File: config.mk
export PLATFORM = sky130hd
export DESIGN_NAME = csr_unit_flat
export DESIGN_NICKNAME = d
export VERILOG_FILES = /design/src/rtl/csr_unit_pkg.sv /design/src/rtl/csr_unit_if.sv /design/src/rtl/csr_unit_decode.sv /design/src/rtl/csr_unit.sv /design/src/flat_wrapper.sv
export SDC_FILE = /design/constraint.sdc
export NUM_CORES = 1
export LEC_CHECK = 0
export CORE_AREA = 8 8 180 182
export DETAILED_ROUTE_END_ITERATION = 12
export DIE_AREA = 0 0 188 190
export PLACE_DENSITY = 0.48
export SYNTH_ARGS = -nofsm -noshare
export SYNTH_HDL_FRONTEND = slang
export SYNTH_SLANG_ARGS = --single-unit
File: constraint.sdc
create_clock -name clk -period 6.1 [get_ports clk]
set_input_delay 1.22 -clock clk [delete_from_list [all_inputs] [get_ports clk]]
set_output_delay 1.22 -clock clk [all_outputs]
set_load 0.02 [all_outputs]
File: src/rtl/csr_unit_pkg.sv
// Shared types, CSR address map and value helpers for the CSR access sequencer.
package csr_unit_pkg;

  typedef logic [31:0] word_t;
  typedef logic [1:0]  cntr_t;

  typedef enum logic [1:0] {
    CSR_OP_NONE = 2'b00,
    CSR_OP_RW   = 2'b01,
    CSR_OP_RS   = 2'b10,
    CSR_OP_RC   = 2'b11
  } csr_op_t;

  typedef enum logic [1:0] {
    LSEL_MTVEC    = 2'd0,
    LSEL_MSCRATCH = 2'd1,
    LSEL_MEPC     = 2'd2,
    LSEL_MCAUSE   = 2'd3
  } lsel_t;

  typedef enum logic [1:0] {
    ST_IDLE  = 2'd0,
    ST_READ  = 2'd1,
    ST_WRITE = 2'd2
  } state_t;

  localparam int NUM_LOCAL = 4;

  localparam logic [11:0] CSR_CYCLE    = 12'hC00;
  localparam logic [11:0] CSR_INSTRET  = 12'hC02;
  localparam logic [11:0] CSR_MCYCLE   = 12'hB00;
  localparam logic [11:0] CSR_MINSTRET = 12'hB02;
  localparam logic [11:0] CSR_MTVEC    = 12'h305;
  localparam logic [11:0] CSR_MSCRATCH = 12'h340;
  localparam logic [11:0] CSR_MEPC     = 12'h341;
  localparam logic [11:0] CSR_MCAUSE   = 12'h342;

  localparam cntr_t CNTR_CYCLE   = 2'b00;
  localparam cntr_t CNTR_INSTRET = 2'b10;

  // Bits that may hold a 1 in each local CSR; the rest read as zero.
  function automatic word_t csr_hw_mask(lsel_t sel);
    case (sel)
      LSEL_MTVEC: csr_hw_mask = 32'hFFFF_FFFC;
      LSEL_MEPC:  csr_hw_mask = 32'hFFFF_FFFE;
      default:    csr_hw_mask = 32'hFFFF_FFFF;
    endcase
  endfunction

  function automatic word_t csr_apply(csr_op_t op, word_t old_val, word_t operand);
    case (op)
      CSR_OP_RW: csr_apply = operand;
      CSR_OP_RS: csr_apply = old_val | operand;
      CSR_OP_RC: csr_apply = old_val & ~operand;
      default:   csr_apply = old_val;
    endcase
  endfunction

endpackage

File: src/rtl/csr_unit_if.sv
// Request/response and counter-read signals between execute stage, counter bank and csr_unit.
interface csr_unit_if;
  import csr_unit_pkg::*;

  logic        req_valid;
  logic        req_ready;
  logic [1:0]  req_op;
  logic [11:0] req_addr;
  word_t       req_wdata;
  logic        req_src_zero;
  logic        resp_valid;
  word_t       resp_rdata;
  logic        resp_illegal;
  cntr_t       cntr_addr;
  word_t       cntr_data;

  modport slave (
    input  req_valid, req_op, req_addr, req_wdata, req_src_zero, cntr_data,
    output req_ready, resp_valid, resp_rdata, resp_illegal, cntr_addr
  );

  modport master (
    output req_valid, req_op, req_addr, req_wdata, req_src_zero, cntr_data,
    input  req_ready, resp_valid, resp_rdata, resp_illegal, cntr_addr
  );

endinterface

File: src/rtl/csr_unit_decode.sv
// Combinational CSR address decode: mapping, counter routing, local select and read-only flag.
module csr_decode
  import csr_unit_pkg::*;
(
  input  logic [11:0] i_addr,
  input  csr_op_t     i_op,
  output logic        o_hit,
  output logic        o_is_counter,
  output cntr_t       o_cntr_addr,
  output lsel_t       o_local_sel,
  output logic        o_read_only
);

  logic w_mapped;

  always_comb begin
    w_mapped     = 1'b1;
    o_is_counter = 1'b0;
    o_cntr_addr  = CNTR_CYCLE;
    o_local_sel  = LSEL_MTVEC;
    case (i_addr)
      CSR_CYCLE, CSR_MCYCLE: begin
        o_is_counter = 1'b1;
        o_cntr_addr  = CNTR_CYCLE;
      end
      CSR_INSTRET, CSR_MINSTRET: begin
        o_is_counter = 1'b1;
        o_cntr_addr  = CNTR_INSTRET;
      end
      CSR_MTVEC:    o_local_sel = LSEL_MTVEC;
      CSR_MSCRATCH: o_local_sel = LSEL_MSCRATCH;
      CSR_MEPC:     o_local_sel = LSEL_MEPC;
      CSR_MCAUSE:   o_local_sel = LSEL_MCAUSE;
      default:      w_mapped = 1'b0;
    endcase
  end

  // A hit needs both a mapped address and a defined operation.
  assign o_hit       = w_mapped && (i_op != CSR_OP_NONE);
  assign o_read_only = o_is_counter || (i_addr[11:10] == 2'b11);

endmodule

File: src/rtl/csr_unit.sv
// CSR access sequencer: IDLE accepts, READ captures the old value, WRITE updates and responds.
module csr_unit
  import csr_unit_pkg::*;
#(
  parameter word_t MTVEC_RESET = 32'h0000_0000
) (
  input  logic       clk,
  input  logic       rst,
  csr_unit_if.slave  bus
);

  state_t  r_state;
  state_t  w_state_next;
  csr_op_t r_op;
  word_t   r_wdata;
  logic    r_src_zero;
  logic    r_hit;
  logic    r_is_counter;
  logic    r_read_only;
  lsel_t   r_sel;
  cntr_t   r_cntr_addr;
  word_t   r_old;
  logic    r_illegal;
  word_t   r_csr [NUM_LOCAL];

  csr_op_t w_op;
  logic    w_hit;
  logic    w_is_counter;
  cntr_t   w_cntr_addr;
  lsel_t   w_local_sel;
  logic    w_read_only;
  logic    w_write_intent;
  logic    w_illegal;
  logic    w_csr_we;
  word_t   w_new;

  assign w_op = csr_op_t'(bus.req_op);

  csr_decode u_decode (
    .i_addr       (bus.req_addr),
    .i_op         (w_op),
    .o_hit        (w_hit),
    .o_is_counter (w_is_counter),
    .o_cntr_addr  (w_cntr_addr),
    .o_local_sel  (w_local_sel),
    .o_read_only  (w_read_only)
  );

  always_ff @(posedge clk) begin
    if (rst) r_state <= ST_IDLE;
    else     r_state <= w_state_next;
  end

  always_comb begin
    w_state_next = r_state;
    case (r_state)
      ST_IDLE:  if (bus.req_valid) w_state_next = ST_READ;
      ST_READ:  w_state_next = ST_WRITE;
      ST_WRITE: w_state_next = ST_IDLE;
      default:  w_state_next = ST_IDLE;
    endcase
  end

  // Response is gated by rst so an aborted access never strobes.
  always_comb begin
    bus.req_ready    = (r_state == ST_IDLE) && !rst;
    bus.resp_valid   = (r_state == ST_WRITE) && !rst;
    bus.resp_illegal = bus.resp_valid && r_illegal;
    bus.resp_rdata   = (bus.resp_valid && !r_illegal) ? r_old : '0;
  end

  assign bus.cntr_addr = r_cntr_addr;

  assign w_write_intent = (r_op == CSR_OP_RW) || !r_src_zero;
  assign w_illegal      = !r_hit || (w_write_intent && r_read_only);
  assign w_new          = csr_apply(r_op, r_old, r_wdata);
  assign w_csr_we       = (r_state == ST_WRITE) && !r_illegal && w_write_intent;

  always_ff @(posedge clk) begin
    if (rst) begin
      r_op         <= CSR_OP_NONE;
      r_wdata      <= '0;
      r_src_zero   <= 1'b0;
      r_hit        <= 1'b0;
      r_is_counter <= 1'b0;
      r_read_only  <= 1'b0;
      r_sel        <= LSEL_MTVEC;
      r_cntr_addr  <= '0;
      r_old        <= '0;
      r_illegal    <= 1'b0;
    end else begin
      case (r_state)
        ST_IDLE: begin
          if (bus.req_valid) begin
            r_op         <= w_op;
            r_wdata      <= bus.req_wdata;
            r_src_zero   <= bus.req_src_zero;
            r_hit        <= w_hit;
            r_is_counter <= w_is_counter;
            r_read_only  <= w_read_only;
            r_sel        <= w_local_sel;
            r_cntr_addr  <= w_cntr_addr;
          end
        end
        ST_READ: begin
          r_old     <= r_is_counter ? bus.cntr_data : r_csr[r_sel];
          r_illegal <= w_illegal;
        end
        default: ;
      endcase
    end
  end

  // Local CSR file; stored values are always kept with hardwired bits cleared.
  for (genvar gi = 0; gi < NUM_LOCAL; gi++) begin : g_csr
    localparam word_t MASK      = csr_hw_mask(lsel_t'(gi));
    localparam word_t RESET_VAL = (gi == int'(LSEL_MTVEC)) ? (MTVEC_RESET & MASK) : '0;

    always_ff @(posedge clk) begin
      if (rst) begin
        r_csr[gi] <= RESET_VAL;
      end else if (w_csr_we && (r_sel == lsel_t'(gi))) begin
        r_csr[gi] <= w_new & MASK;
      end
    end
  end

endmodule

File: src/flat_wrapper.sv
// flat-port wrapper written by rule: the top's interface ports become plain ports
module csr_unit_flat import csr_unit_pkg::*;
#(
  parameter word_t MTVEC_RESET = 32'h0000_0000
)
  (clk, rst, bus_req_valid, bus_req_op, bus_req_addr, bus_req_wdata, bus_req_src_zero, bus_cntr_data, bus_req_ready, bus_resp_valid, bus_resp_rdata, bus_resp_illegal, bus_cntr_addr);
  csr_unit_if bus_i ();
  input  logic clk;
  input  logic rst;
  input wire logic [$bits(bus_i.req_valid)-1:0] bus_req_valid;
  input wire logic [$bits(bus_i.req_op)-1:0] bus_req_op;
  input wire logic [$bits(bus_i.req_addr)-1:0] bus_req_addr;
  input wire logic [$bits(bus_i.req_wdata)-1:0] bus_req_wdata;
  input wire logic [$bits(bus_i.req_src_zero)-1:0] bus_req_src_zero;
  input wire logic [$bits(bus_i.cntr_data)-1:0] bus_cntr_data;
  output wire logic [$bits(bus_i.req_ready)-1:0] bus_req_ready;
  output wire logic [$bits(bus_i.resp_valid)-1:0] bus_resp_valid;
  output wire logic [$bits(bus_i.resp_rdata)-1:0] bus_resp_rdata;
  output wire logic [$bits(bus_i.resp_illegal)-1:0] bus_resp_illegal;
  output wire logic [$bits(bus_i.cntr_addr)-1:0] bus_cntr_addr;
  assign bus_i.req_valid = bus_req_valid;
  assign bus_i.req_op = bus_req_op;
  assign bus_i.req_addr = bus_req_addr;
  assign bus_i.req_wdata = bus_req_wdata;
  assign bus_i.req_src_zero = bus_req_src_zero;
  assign bus_i.cntr_data = bus_cntr_data;
  assign bus_req_ready = bus_i.req_ready;
  assign bus_resp_valid = bus_i.resp_valid;
  assign bus_resp_rdata = bus_i.resp_rdata;
  assign bus_resp_illegal = bus_i.resp_illegal;
  assign bus_cntr_addr = bus_i.cntr_addr;
  csr_unit #(.MTVEC_RESET(MTVEC_RESET)) u_core (.clk(clk), .rst(rst), .bus(bus_i));
endmodule
# Word level (Yosys, flattened, before mapping)
# Memories as Yosys holds them, arrays and structs flattened. A register that Yosys moved wholly into a read port is not among the register bits.
# Cells that the tools add are included.
# W data, S select, Z words.
[word_totals] ff_bits=77 latchBits=0 ram_bits=128 mem_bits_ro=0 input_bits=82 out_inout_bits=37 elab_cells=92 n_memories=1
[memory_table] name="u_core.r_csr" depth=4 width=32 rd=1 rd_ports_with_merged_regs=1 wr=4 line="csr_unit.sv:24" source="word_t r_csr [NUM_LOCAL];"
[classes] add_sub_neg=0 mul=0 n_div=0 magnitude_cmp=0 n_eq_ne=18 shift=0 muxes=29 n_bitwise=7 n_reduce_logical=26
[ops] op="$mux W32" n=6
[ops] op="$pmux W32 S3" n=1
[ops] op="$eq A12 B10 Y1 const B" n=4
[ops] op="$eq A12 B12 Y1 const B" n=4
[ops] op="$and A32 B32 Y32" n=1
[ops] op="$not A32 Y32" n=1
[ops] op="$or A32 B32 Y32" n=1
[ops] op="$mux W1" n=16
[ops] op="$eq A2 B2 Y1 const B" n=6
[ops] op="$logic_and A1 B1 Y1" n=12
[ops] op="$mux W2" n=4
[ops] op="$reduce_or A8 Y1" n=1
[ops] op="$eq A2 B1 Y1 const B" n=3
[ops] op="$pmux W2 S3" n=1
[ops] op="$logic_not A1 Y1" n=4
[ops] op="$logic_not A2 Y1" n=2
[ops] op="$or A1 B1 Y1" n=4
[ops] op="$pmux W2 S2" n=1
[ops] op="$reduce_or A4 Y1" n=1
[ops] op="$logic_or A1 B1 Y1" n=3
[ops] op="$ne A2 B2 Y1 const B" n=1
[ops] op="$reduce_and A2 Y1" n=1
[ops] op="$reduce_bool A2 Y1" n=1
[ops] op="$reduce_or A2 Y1" n=1

# Longest topological paths before layout
# Gate-level depths: netlist of the first run.
[logic_depth] depth_word=8 depth_mapped=7 mapped_depth_nobuf=4

# Hierarchy
# From an unflattened synthesis of the first run, not the netlist that was laid out.
[hier_totals] hier_cells=890 hier_area_um2=9466.6
[modules_own_cells] mod="csr_unit" instances=1 cells_each=866 area_per_inst_um2=9286.4 seq_area_each_um2=5335.1
[modules_own_cells] mod="csr_decode" instances=1 cells_each=24 area_per_inst_um2=180.2 seq_area_each_um2=0.0

# Worst setup path before layout of the first run
# OpenSTA, ideal clock, no wires.
[synth_timing] kind="input port to output port" from="input rst" to="output bus_resp_rdata[0]" arrival_ps=2583 required_time_ps=4880 slack_ps=2297 path_stages=4 path_buffers=1 path_cell_list="nor3b_1 > nor2b_1 > clkbuf_1 > and2_1"
[synth_via] elab_chain_len=4
[synth_rtl] element="start, declared" line="flat_wrapper.sv:9" source="input logic rst;"
[synth_rtl] element="$logic_not A1 Y1" line="csr_unit.sv:67" source="bus.resp_valid = (r_state == ST_WRITE) && !rst;"
[synth_rtl] element="$logic_and A1 B1 Y1" line="csr_unit.sv:67"
[synth_rtl] element="$logic_and A1 B1 Y1" line="csr_unit.sv:69" source="bus.resp_rdata = (bus.resp_valid && !r_illegal) ? r_old : '0;"
[synth_rtl] element="$mux W32" line="csr_unit.sv:69"
[synth_rtl] element="end, declared" line="flat_wrapper.sv:18" source="output wire logic [$bits(bus_i.resp_rdata)-1:0] bus_resp_rdata;"
# Every way passes these cells.

# Worst setup path after layout of the first run
[layout_timing] from="input rst" to="output bus_resp_rdata[12]"
# Same word-level chain as after synthesis.

==> metrics.yaml, run 1 <==
routing:
  antenna_left: 0
  drt-total-wl_mm: 25.8
  wl_per_cell_um: 19.6
  drc: 0
  route.met3.wl_mm: 1.06
  drt-pass1-iter-count: 6
  first_iter_violations: 253
  vias_per_cell: 4.78
  wl_met1_mm: 11.1
  vias: 6299
  top_layer: "met4"
  met2WireLength_mm: 13.3
timing:
  period_needed_ps: 4140
  fin_crit_sh_pct: 67.9
  slew_headroom_pct: 31.5
  fin_skew_ps: 7.56
  finalHoldViolCount: 0
  worst_slack_ps: 1960
  rsz0062_at_grt: "false"
  final_max_slew_viol_count: 0
  fmax_ghz: 0.242
  fin_setup_tns_ps: 0
  tightest_slew_ps: 1030
  finalSetupViolCount: 0
synth:
  ys_types: 40
  synthMuxAreaShare_pct: 10.7
  synthAdderAreaFrac_pct: 0
  synth_ff_type: "edfxtp_1"
  async_flop_share_pct: 0
  synth_area_um2: 9290
  yosys.area_share.xor_xnor_pct: 3.11
  synthSimpleGateAreaFrac_pct: 14.4
  yosys_warnings: 0
  synth-seq-area-share_pct: 57.2
  syn_avg_cell_area_um2: 11.3
  synth-compound-area-share_pct: 10.8
  synth_nets: 904
  synth_edf_count: 125
  synth_seq_cells: 203
  synth_top_family_by_area: "simple AND/OR/NAND/NOR gates"
  synth_top_area_cell: "edfxtp_1"
  yosysTopAreaCellShare_pct: 40.4
  synthTopCellsByArea: "edfxtp_1 40%, dfxtp_1 17%, mux4_2 7.3%"
  synthCells: 822
worst_hold_path:
  min_path_type: "reg2reg"
job:
  cap_viol_max_count: 0
setup_path:
  path_cells: "buf_2 -> nor3b_1 -> nor2b_2 -> buf_4 -> and2_1 -> clkdlybuf4s50_1"
  worstPathMaxFanout: 32
  crit_path_top_delay_cell: "clkdlybuf4s50_1"
  cp_num_buf_inv: 3
  required_ps: 4880
  startpoint_type: "input pin"
  end_kind: "output port"
  cp_top_family: "buffers and inverters"
  cpPeakStageDelay_ps: 600
  cp_data_arrival_time_ps: 2920
  crit_type: "in2out"
placed_design:
  io_buffers: 117
  dp_slack_ps: 1920
  dp.final_hpwl_mm: 15.0
  placed_cell_area_um2: 10700
  place.gp.congestion: 0.682
layout:
  syn_to_final_growth_pct: 23.4
  antenna_cells: 0
  fin_area_um2: 11500
  layout_common_cells: "159 x nor2_1, 125 x edfxtp_1, 116 x clkdlybuf4s50_1"
  drive_gt1_share_pct: 10.9
  layout_commonest_cell: "nor2_1"
  final_nets: 992
  nFillCells: 2874
clock_tree:
  cts.reportedPaths.clkPinSlew_ps: 60
  ctsLongestPathBuffers: 3
  root_buffer: "clkbuf_16"
  cts_hold_buf: 0
  cts_buffers: 24
  cts_resized: 0
  clk_latency_ps: 510
  cts_sinks: 203
  post_cts_buffers: 0
  cts_htree_levels: 1
  cts_tree: "yes"
power:
  p_leak_nw: 3.74
  peakVddDrop_mv: 0.181
  p_per_area_nw_per_um2: 282
die:
  rows: 63
  fp.dieArea_um2: 35700
  initial_core_util_pct: 31.6
  die_w_um: 188
  die_h_um: 190
  core_um2: 29400
  io-pin-count: 119
global_route:
  grt_max_degree: 85
  grt_pass1_wl_mm: 40.3
  grt_pass1_vias: 6794
  grt_use_total_pct: 14.3
  antenna_found_initial: 0
  grt-ovfl-total: 0
outcome:
  status: "complete, no violations"
[cell families (layout without fill, tap and decap cells)]
logic type,after synthesis,after routing
simple gates,304,304
flops,203,203
compound gates,151,151
mux,62,62
buf+inv,68,174
xor+xnor,33,33
other cells,1,1
[state kept, by name, indices dropped and copies added, names as in the netlist, named ones only]
signal                flops
u_core.r_illegal          1
u_core.bus.cntr_addr      1
u_core.r_hit              1
u_core.r_op               2
u_core.r_state            2
u_core.r_src_zero         1
u_core.r_csr            125
u_core.r_read_only        1
u_core.r_wdata           32
u_core.r_is_counter       1
u_core.r_old             32
u_core.r_sel              2
[stage by stage]
stage	hold WS (ps)	std cells	power [mW]	util, %
floorplan	418	822	1.74	-
global placement	440	1274	1.87	36.4
detailed placement	445	1274	1.88	36.4
CTS	461	1318	3.28	39.0
global route	484	1318	3.36	39.0
finish	453	1318	3.23	39.0
[per-layer routing]
| metal | vias up | global-route usage [%] |
|---|---|---|
| met5 | - | 0 |
| met4 | 0 | 3.03 |
| met3 | 27 | 2.20 |
| met2 | 104 | 26.2 |
| met1 | 3083 | 17.5 |
| li1 | 3085 | - |
[tightest hold or removal path, cell delays in order, from the launching register on]
cell,delay [ps]
dfxtp_1,310
nand2_1,50
a21oi_1,50
[path summary, 6_finish.rpt]
| path | startpoint | to | slack [ps] | cells past startpoint |
|---|---|---|---|---|
| worst min-delay path | u_core.bus.cntr_addr[1] | u_core.bus.cntr_addr[1] | 450 | 2 |
| worst max-delay path | rst | bus_resp_rdata[12] | 1960 | 6 |
| worst min register to register | u_core.bus.cntr_addr[1] | u_core.bus.cntr_addr[1] | 450 | 2 |
| worst max register to register | u_core.r_op[0] | u_core.r_csr[3][13] | 3160 | 3 |
[area by class of cell]
class,instances,area (um2),share of cell area [%]
Clock buffer,33,666,5.81
Clock inverter,11,98.8,0.862
Inverter,3,11.3,0.0982
Multi-Input combinational cell,551,3640,31.7
Sequential cell,203,5320,46.4
Tap cell,390,488,4.26
Timing Repair Buffer,127,1240,10.8
[synth_stat cells, types with 2 or more instances]
library cell and n:
nor3b_1 3, inv_1 3, a211oi_4 2, clkbuf_1 35
a21o_1 36, mux4_2 30, nand3b_1 3, a32oi_1 2
nand2_4 2, o21ai_0 2, nor3_1 5, or3b_2 2
nor2_2 7, nand2_1 79, a21oi_1 71, buf_2 15
a211oi_1 34, edfxtp_1 125, and2_1 33, a311oi_1 2
buf_1 3, buf_4 3, nor2_1 159, buf_6 9
dfxtp_1 78, xnor2_1 32, nand2b_1 3, mux2i_1 32
[report_power, final]
part           switching [mW]  total (mW)  internal [mW]  leakage [nW]
clock                   0.551        1.39          0.843         0.375
sequential             0.0407        1.56           1.52          1.93
combinational           0.156       0.281          0.126          1.43
total                   0.747        3.23           2.48          3.74
Power figures use the tool's default switching activity.
==> run 2, diff against run 1 <==
==> constraint.sdc (replaced) <==
create_clock -name clk -period 4 [get_ports clk]
set_input_delay 0.8 -clock clk [delete_from_list [all_inputs] [get_ports clk]]
set_output_delay 0.8 -clock clk [all_outputs]
set_load 0.02 [all_outputs]
==> metrics.yaml, run 2 (synthesized netlist as in run 1, its figures left out) <==
outcome:
  status: "complete, no violations"
routing:
  vias: 6375
  vias_per_cell: 4.81
  first_iter_violations: 324
  wl_per_cell_um: 19.7
  drc: 0
  drt-pass1-iter-count: 4
  drt-total-wl_mm: 26.2
  antenna_left: 0
global_route:
  grt_max_degree: 85
  grt-ovfl-total: 0
  grt_pass1_wl_mm: 40.7
  grt_use_total_pct: 14.5
  antenna_found_initial: 0
  grt_pass1_vias: 6887
placed_design:
  place.gp.congestion: 0.686
  dp.final_hpwl_mm: 16.5
  placed_cell_area_um2: 10800
  io_buffers: 117
timing:
  finalSetupViolCount: 0
  slew_headroom_pct: 32.4
  whs_ps: 454
  final_max_slew_viol_count: 0
  fmax_ghz: 0.294
  rsz0062_at_grt: "false"
  period_needed_ps: 3400
  fin_setup_tns_ps: 0
  fin_crit_sh_pct: 85.0
  finalHoldViolCount: 0
  fin_skew_ps: 14.0
  tightest_slew_ps: 1010
layout:
  antenna_cells: 0
  multi_input_area_um2: 3640
  largest_reg_flops: 125
  nFillCells: 2865
  top_register: "u_core.r_csr"
  post-route-util_pct: 39.1
  layout_commonest_cell: "nor2_1"
  final_nets: 1000
  reg_top3: "u_core.r_csr: 125 flops, u_core.r_old: 32 flops, u_core.r_wdata: 32 flops"
  regArea_um2: 5320
  drive_gt1_share_pct: 11.3
  layout_common_cells: "159 x nor2_1, 125 x edfxtp_1, 116 x clkdlybuf4s50_1"
  syn_to_final_growth_pct: 23.8
  fin_area_um2: 11500
power:
  pwr-share-clk_pct: 41.4
  pwr-share-seq_pct: 49.4
  swShare_pct: 23.5
  switchingPower_mw: 1.13
  combPwrFrac_pct: 9.2
  p_per_area_nw_per_um2: 417
  p_leak_nw: 3.77
  p_int_mw: 3.67
  peakVddDrop_mv: 0.316
setup_path:
  startpoint: "u_core.r_state[1]"
  cp_data_arrival_time_ps: 2600
  crit_type: "reg2out"
  required_ps: 3200
  startpoint_type: "flip-flop"
  rr_startpoint: "u_core.r_state[1]"
  rr_endpoint: "u_core.r_csr[1][8]"
  worstPathMaxFanout: 32
  r2r_cells: 4
  ff2ff_setup_slack_ps: 1580
  end_kind: "output port"
  endpoint: "bus_resp_rdata[12]"
clock_tree:
  cts_sinks: 203
  cts_resized: 0
  root_buffer: "clkbuf_16"
  post_cts_buffers: 0
  cts.reportedPaths.clkPinSlew_ps: 50
  cts_tree: "yes"
  cts_hold_buf: 0
  cts_htree_levels: 1
  ctsLongestPathBuffers: 3
  cts_buffers: 24
  clk_latency_ps: 510
die:
  rows: 63
  core_um2: 29400
  die_w_um: 188
  die_h_um: 190
  fp.dieArea_um2: 35700
  io-pin-count: 119
  initial_core_util_pct: 31.6
job:
  cap_viol_max_count: 0
worst_hold_path:
  min_path_type: "reg2reg"
run 2: worst min-delay path by stage:
stage / from / end / slack [ps] / depth (start not counted)
CTS: u_core.r_hit / u_core.r_illegal / 460 / 1
global route: u_core.r_hit / u_core.r_illegal / 480 / 1
detailed placement: u_core.bus.cntr_addr[1] / u_core.bus.cntr_addr[1] / 450 / 2
floorplan: u_core.r_hit / u_core.r_illegal / 420 / 1
finish: u_core.bus.cntr_addr[1] / u_core.bus.cntr_addr[1] / 450 / 2
global placement: u_core.bus.cntr_addr[1] / u_core.bus.cntr_addr[1] / 440 / 2
run 2: stage by stage:
stage,setup slack [ps],power [mW],std cells
2_1_floorplan,1040,2.66,822
3_3_place_gp,693,2.87,1282
3_5_place_dp,637,2.87,1282
4_1_cts,499,4.87,1326
5_1_grt,343,4.99,1326
6_report,599,4.80,1326
run 2: power groups by stage:
stage	Clock, mW	Combinational, mW	Sequential, mW
final	1.99	0.442	2.37
after detailed placement	0	0.452	2.42
after floorplan	0	0.270	2.39
after global routing	2.12	0.492	2.38
after CTS	2.04	0.454	2.37
after global placement	0	0.448	2.42
run 2: area by class of cell:
class                   count  share of cell area (%)
clock buffers              36                    5.88
clock inverters             8                   0.294
inverters                   3                  0.0978
multi-input cells         551                    31.6
flip-flops and latches    203                    46.2
well taps                 390                    4.24
repair buffers            135                    11.6
run 2: critical path, stage by stage, from the launching register on:
cell             delay, ps
dfxtp_1                450
nor3b_1                320
nor2b_2                200
buf_4                  320
and2_1                 180
clkdlybuf4s50_1        610
run 2: routing by layer:
metal  part of all wire (%)  up-vias  GRT usage, %
met2                     52       91          26.9
li1                       -     3101             -
met5                      0        -             0
met4                    1.7        0          3.06
met1                     44     3156          17.3
met3                    3.1       27          2.33
==> run 3, diff against run 2 <==
--- a/config.mk
+++ b/config.mk
@@ -5,9 +5,10 @@
 export SDC_FILE = /design/constraint.sdc
 export NUM_CORES = 1
 export LEC_CHECK = 0
-export CORE_AREA = 8 8 180 182
+export CORE_AREA = 2 2 174 176
+export CTS_CLUSTER_SIZE = 24
 export DETAILED_ROUTE_END_ITERATION = 12
-export DIE_AREA = 0 0 188 190
+export DIE_AREA = 0 0 176 178
 export PLACE_DENSITY = 0.48
 export SYNTH_ARGS = -nofsm -noshare
 export SYNTH_HDL_FRONTEND = slang
==> metrics.yaml, run 3 (synthesized netlist as in run 1, its figures left out) <==
routing:
  drt-pass1-iter-count: 5
  met2WireLength_mm: 12.7
  antenna_left: 0
  drt-total-wl_mm: 25.3
  wl_per_cell_um: 19.1
  drc: 0
  first_iter_violations: 335
  route.met3.wl_um: 966
  wl_met1_mm: 11.3
  top_layer: "met4"
  vias: 6330
  vias_per_cell: 4.77
setup_path:
  crit_type: "reg2out"
  cp_data_arrival_time_ps: 2690
  worstPathMaxFanout: 24
  required_ps: 3200
  end_kind: "output port"
  startpoint_type: "flip-flop"
die:
  rows: 63
  die_h_um: 178
  initial_core_util_pct: 31.6
  core_um2: 29400
  die_w_um: 176
  fp.dieArea_um2: 31300
  io-pin-count: 119
power:
  p_per_area_nw_per_um2: 443
  power.total_mw: 5.16
  p_leak_nw: 3.84
  peakVddDrop_mv: 0.245
clock_tree:
  cts_htree_levels: 1
  cts_sinks: 203
  cts.reportedPaths.clkPinSlew_ps: 60
  cts_hold_buf: 0
  post_cts_buffers: 0
  cts_tree: "yes"
  cts_resized: 0
  cts_buffers: 25
  clk_latency_ps: 510
  ctsLongestPathBuffers: 3
  root_buffer: "clkbuf_16"
timing:
  tightest_slew_ps: 1030
  finalHoldViolCount: 0
  final_max_slew_viol_count: 0
  fmax_ghz: 0.286
  fin_skew_ps: 11.8
  fin_setup_tns_ps: 0
  finalSetupViolCount: 0
  fin_crit_sh_pct: 87.3
  rsz0062_at_grt: "false"
  slew_headroom_pct: 31.2
  whs_ps: 466
  period_needed_ps: 3490
global_route:
  grt_use_total_pct: 16.4
  grt_pass1_vias: 6626
  antenna_found_initial: 0
  grt_pass1_wl_mm: 39.4
  grt-ovfl-total: 0
  grt_max_degree: 84
layout:
  syn_to_final_growth_pct: 25.3
  final_nets: 1000
  reg_top3: "u_core.r_csr: 125 flops, u_core.r_old: 32 flops, u_core.r_wdata: 32 flops"
  post-route-util_pct: 39.6
  layout_commonest_cell: "nor2_1"
  nFillCells: 2890
  layout.cells.non_filler: 1326
  layout_common_cells: "159 x nor2_1, 125 x edfxtp_1, 116 x clkdlybuf4s50_1"
  drive_gt1_share_pct: 11.6
  antenna_cells: 0
  top_register: "u_core.r_csr"
  largest_reg_flops: 125
job:
  cap_viol_max_count: 0
placed_design:
  place.gp.congestion: 0.680
  placedCellCount: 1281
  dp.final_hpwl_mm: 15.5
  io_buffers: 117
worst_hold_path:
  min_path_type: "reg2reg"
outcome:
  status: "complete, no violations"
[run 3: cell count changes in the layout (fill, tap and decap cells not counted)]
cell	previous run	this run
a21o_2	4	0
dfxtp_2	5	4
clkinv_2	3	6
clkbuf_8	1	0
bufinv_16	0	5
dfxtp_1	73	74
buf_12	3	4
buf_4	15	13
clkinv_4	0	1
a21o_1	32	36
clkbuf_1	10	2
clkinvlp_4	0	1
[run 3: critical path, cell delays in order (launching register included)]
cell,delay (ps)
dfxtp_1,440
nor3b_1,300
nor2b_2,440
buf_12,240
and2_1,160
clkdlybuf4s50_1,600
[run 3: cell type report]
class                           count  area [um2]  share of cell area, %
Tap cell                          390         488                   4.19
Sequential cell                   203        5320                   45.7
Clock inverter                     18         215                   1.85
Multi-Input combinational cell    551        3630                   31.2
Clock buffer                       27         633                   5.44
Timing Repair Buffer              134        1340                   11.5
Inverter                            3        11.3                 0.0967
[run 3: final timing paths]
check                               start  cells after the start                 endpoint  slack [ps]
setup / recovery        u_core.r_state[1]                      5       bus_resp_rdata[14]         510
hold reg to reg   u_core.bus.cntr_addr[1]                      2  u_core.bus.cntr_addr[1]         470
hold / removal    u_core.bus.cntr_addr[1]                      2  u_core.bus.cntr_addr[1]         470
setup reg to reg        u_core.r_state[1]                      4       u_core.r_csr[3][6]        1550
[run 3: through the flow]
step	instance area (um2)	setup WS [ps]
after floorplan	9290	1040
after global placement	10800	618
after detailed placement	10800	555
after CTS	11600	428
after global routing	11600	275
final	11600	506
[run 3: report_power, final]
part	total, mW	internal (mW)	switching, mW	leakage [nW]
sequential	2.36	2.31	0.0542	1.93
combinational	0.452	0.201	0.251	1.49
clock	2.34	1.46	0.877	0.417
total	5.16	3.97	1.18	3.84
[run 3: layer usage]
metal  vias to the layer above  GRT usage [%]
li1                       3095              -
met1                      3097           21.5
met2                       115           29.0
met3                        23           2.34
met4                         0           3.31
met5                         -              0
